[src/rtl/shifter_pkg.sv]
// Shared widths, operation encoding and the per-stage record carried down the
// shifter pipeline.
package shifter_pkg;

    localparam int unsigned WIDTH = 64;
    localparam int unsigned SHW   = 6;

    typedef enum logic {
        SL_LOGICAL = 1'b0,
        SL_ROTATE  = 1'b1
    } shift_op_e;

    // Payload passed between shift stages and held in each pipeline register
    typedef struct packed {
        logic [WIDTH-1:0] data;
        logic [SHW-1:0]   shamt;
        shift_op_e        op;
        logic             ovf;
    } stage_rec_t;

endpackage

[src/rtl/stage_sl.sv]
// One combinational left-shift/rotate stage of fixed weight SHAMT, enabled by sel.
// Bits pushed out of the top are folded into ovf for logical shifts only.
module stage_sl
    import shifter_pkg::*;
#(
    parameter int unsigned SHAMT = 1
) (
    input  logic       sel,
    input  stage_rec_t rec_in,
    output stage_rec_t rec_out
);

    logic [SHAMT-1:0] lost;
    logic [WIDTH-1:0] shifted;
    logic [WIDTH-1:0] rotated;

    assign lost    = rec_in.data[WIDTH-1 -: SHAMT];
    assign shifted = {rec_in.data[WIDTH-SHAMT-1:0], {SHAMT{1'b0}}};
    assign rotated = {rec_in.data[WIDTH-SHAMT-1:0], lost};

    always_comb begin
        rec_out = rec_in;
        if (sel) begin
            if (rec_in.op == SL_ROTATE) begin
                rec_out.data = rotated;
            end else begin
                rec_out.data = shifted;
                rec_out.ovf  = rec_in.ovf | (|lost);
            end
        end
    end

endmodule

[src/rtl/sl_pipe_shifter.sv]
// Three-register elastic pipeline around six cascaded shift stages (weights 1..32).
// Handshake on both sides; bubbles collapse and a full pipe still drains and accepts.
module sl_pipe_shifter
    import shifter_pkg::*;
(
    input  logic             clk,
    input  logic             rst,
    input  logic             in_valid,
    output logic             in_ready,
    input  logic [WIDTH-1:0] in_data,
    input  logic [SHW-1:0]   in_shamt,
    input  logic             in_op,
    output logic             out_valid,
    input  logic             out_ready,
    output logic [WIDTH-1:0] out_data,
    output logic             out_ovf
);

    stage_rec_t rec0;
    stage_rec_t st0, st1, st2, st3, st4, st5;
    stage_rec_t r1, r2;
    logic       v1, v2;
    logic       ready1, ready2, ready3;
    logic       unused_bits;

    assign rec0 = '{data: in_data, shamt: in_shamt, op: shift_op_e'(in_op), ovf: 1'b0};

    // Stages 0-1 ahead of R1
    stage_sl #(.SHAMT(1))  u_st0 (.sel(rec0.shamt[0]), .rec_in(rec0), .rec_out(st0));
    stage_sl #(.SHAMT(2))  u_st1 (.sel(st0.shamt[1]),  .rec_in(st0),  .rec_out(st1));

    // Stages 2-3 ahead of R2
    stage_sl #(.SHAMT(4))  u_st2 (.sel(r1.shamt[2]),   .rec_in(r1),   .rec_out(st2));
    stage_sl #(.SHAMT(8))  u_st3 (.sel(st2.shamt[3]),  .rec_in(st2),  .rec_out(st3));

    // Stages 4-5 ahead of R3 (the output register)
    stage_sl #(.SHAMT(16)) u_st4 (.sel(r2.shamt[4]),   .rec_in(r2),   .rec_out(st4));
    stage_sl #(.SHAMT(32)) u_st5 (.sel(st4.shamt[5]),  .rec_in(st4),  .rec_out(st5));

    // Only data and ovf survive into the output register
    assign unused_bits = ^{st5.shamt, st5.op};

    // Elastic ready chain; out_ready reaches in_ready combinationally
    assign ready3   = !out_valid || out_ready;
    assign ready2   = !v2 || ready3;
    assign ready1   = !v1 || ready2;
    assign in_ready = ready1;

    always_ff @(posedge clk) begin
        if (rst) begin
            v1        <= 1'b0;
            v2        <= 1'b0;
            out_valid <= 1'b0;
            out_data  <= '0;
            out_ovf   <= 1'b0;
        end else begin
            if (ready1) v1 <= in_valid;
            if (ready2) v2 <= v1;
            if (ready3) out_valid <= v2;
            if (v2 && ready3) begin
                out_data <= st5.data;
                out_ovf  <= st5.ovf;
            end
        end
    end

    // Payload registers load on transfer only and need no reset
    always_ff @(posedge clk) begin
        if (in_valid && ready1) r1 <= st1;
        if (v1 && ready2)       r2 <= st3;
    end

endmodule
[config.mk]
export PLATFORM = sky130hd
export DESIGN_NAME = sl_pipe_shifter
export DESIGN_NICKNAME = d
export VERILOG_FILES = /design/src/rtl/shifter_pkg.sv /design/src/rtl/stage_sl.sv /design/src/rtl/sl_pipe_shifter.sv
export SDC_FILE = /design/constraint.sdc
export NUM_CORES = 1
export LEC_CHECK = 0
export ABC_AREA = 1
export BUFFER_PORTS_ARGS = -buffer_cell sky130_fd_sc_hd__buf_2
export CORE_MARGIN = 2
export CORE_UTILIZATION = 30
export CTS_BUF_LIST = sky130_fd_sc_hd__clkbuf_16
export DETAILED_ROUTE_END_ITERATION = 10
export PLACE_DENSITY = 0.51
export REMOVE_ABC_BUFFERS = 1
export SLEW_MARGIN = 20
export SYNTH_ARGS = -nofsm -noshare
export SYNTH_HDL_FRONTEND = slang
export SYNTH_SLANG_ARGS = --single-unit
[constraint.sdc]
create_clock -name clk -period 2.3 [get_ports clk]
set_clock_uncertainty 0.15 [all_clocks]
set_input_delay 0.23 -clock clk [delete_from_list [all_inputs] [get_ports clk]]
set_output_delay 0.23 -clock clk [all_outputs]
set_load 0.01 [all_outputs]
==> results.toml <==
[layout]
n_antenna_cell = 0
syn_to_final_growth_pct = 26.5
nets = 1490
final_util = 0.384
final_cells = 1901
drive_gt1_frac = 0.158
design_area_um2 = 14000

[clocking]
cts_buffer_depth = 3
clk_pin_slew_ps = 60
clk_latency_ps = 530
cts-resized-gates = 0
cts_tree = "done"
cts_num_sinks = 206
cts-root-buf = "clkbuf_16"
cts_made_buffers = 24
cts_max_level = 1

[timing]
period_share = 0.946
fin_setup_tns_ps = 0
max_freq_mhz = 460
maxSlewViolCount = 0
worst_slack_ps = 125
hold_viol_final = 0
period_minus_slack_ps = 2170
worst_pin_slew_ps = 557
timing.hold.ws_ps = 3.04
setup_violations = 0
max-slew-margin-rel = 0.629
rsz0062_at_grt = "no"

[power_and_ir_drop]
p_int_mw = 6.97
p_seq_frac = 0.461
p_switching_mw = 2.61
comb_power_share = 0.155
power_density_nw_per_um2 = 683
irDropWorstVdd_mv = 0.489
swShare = 0.272
finalPower_mw = 9.58
clockPowerShare = 0.384
p_leak_nw = 6.45

[die]
core_um2 = 36500
die_area_um2 = 38500
die_h_um = 196
die_x_um = 196
boundaryPins = 142
num_rows = 70
start_util = 0.304

[place]
dp_slack_ps = 157
globalplace.congestion = 0.870
dp.cells = 1767
place.detailed.hpwl_mm = 25.3
port_buffers = 141
place_area_um2 = 12400

[route]
wire_per_inst_um = 17.7
wl_met3_mm = 1.49
wl_met2_mm = 15.3
drc = 0
drt-total-wl_mm = 33.6
routed_via_density = 4.79
drtIter0Drc = 531
drtAntennaViolNets = 0
routedLengthMet1_mm = 16.1
vias = 9097
highest_layer = "met4"
first_pass_iters = 5

[critical_path]
cp-end-kind = "flop"
start_kind = "input port"
critPathKind = "input port to flop"
required_ps = 2440
worstPathArrival_ps = 2310
path_max_fanout = 2

[outcome]
status = "finished clean"

[global_routing]
grt_pass1_wl_mm = 51.6
grt_max_degree = 75
grtUsageTotal = 0.172
antenna_found_initial = 0
grt_pass1_vias = 8763
grt_overflow = 0

[logic_synthesis]
synth_top_area_frac = 0.374
syn-cell-area_um2 = 11100
seq_area_frac_synth = 0.497
synth_cells = 1206
synthDistinctLibCells = 25
avgSynthCellArea_um2 = 9.19
yosysTopAreaCell = "edfxtp_1"
yosysWarnings = 0
ys_top_cells_by_area = "edfxtp_1 37%, mux2i_1 17%, dfxtp_1 12%, nand2_1 8.7%, o21ai_0 5.7%"
ys_ff_latch = 206

[hold_path]
hold_path_class = "input port to flop"

[job]
drv_cap = 0
==> what timing repair did <==
action | in CTS | in global routing
hold endpoints to repair | 53 | 0
setup buffers | 0 | 0
hold buffers | 90 | 0
==> cell type report <==
type                            count  area, um2
Clock buffer                       25        626
Clock inverter                     19        134
Fill cell                        3687      22500
Inverter                          127        477
Multi-Input combinational cell    793       4690
Sequential cell                   206       5510
Tap cell                          468        586
Timing Repair Buffer              263       2010
==> worst max-delay path, cell delays in order <==
cell and delay, ps:
dlygate4sd3_1 530, buf_2 130, mux2i_1 200, dlygate4sd3_1 590, mux2i_1 70, dlygate4sd3_1 560
==> per-layer routing <==
metal  vias to the layer above  global-route usage
li1                       4541                   -
met5                         -                   0
met2                       219               0.279
met4                         0              0.0376
met1                      4297               0.246
met3                        40              0.0220
==> kinds of logic (layout without fill, tap and decap cells) <==
kind of cell	Yosys count	in the layout	synth area share
and+or+nand+nor	330	330	0.115
AOI/OAI and AO/OA	270	270	0.134
buffers and inverters	207	434	0.0807
DFF	206	206	0.497
muxes	193	193	0.174
==> sequential cells by signal (all words and copies together) (netlist names) <==
register / cells
out_data: 64
out_valid: 1
v1: 1
r1: 70
v2: 1
r2: 68
out_ovf: 1
==> cells in the mapped netlist (all sizes together) <==
cell and number:
a21oi 77, buf 50, clkbuf 30, clkinv 2, dfxtp 68, edfxtp 138
inv 125, mux2i 193, nand2 259, nand3 5, nand3b 2, nand4 6
nor2 56, nor3 1, o211ai 32, o21ai 155, o22ai 6, or2 1
==> final timing paths <==
path	from	endpoint	slack, ps	cells past startpoint
max	in_data[24]	r1[35]	130	6
min	in_data[10]	r1[19]	3	3
max reg2reg	r1[4]	r2[37]	170	3
min reg2reg	r1[6]	r2[6]	270	0
==> power by group through the flow <==
stage	Clock, mW	Sequential (mW)	Combinational (mW)
finish	3.68	4.42	1.49
global placement	0	4.50	1.32
global route	3.90	4.44	1.65
floorplan	0	4.49	0.705
CTS	3.75	4.42	1.49
detailed placement	0	4.50	1.34
==> cells in the final DEF (no fill, tap or decap), types with 21 or more instances in the layout <==
cell           synthesis  final
nand2_1              258    258
buf_2                 37    139
clkbuf_16              0     25
dlygate4sd3_1          0     90
buf_4                  3     21
inv_1                124    124
dfxtp_1               68     68
o21ai_0              127    127
mux2i_1              193    193
nor2_1                56     56
o211ai_1              32     32
edfxtp_1             138    138
a21oi_1               77     77
Note: power is estimated with default switching activity, not from simulation.
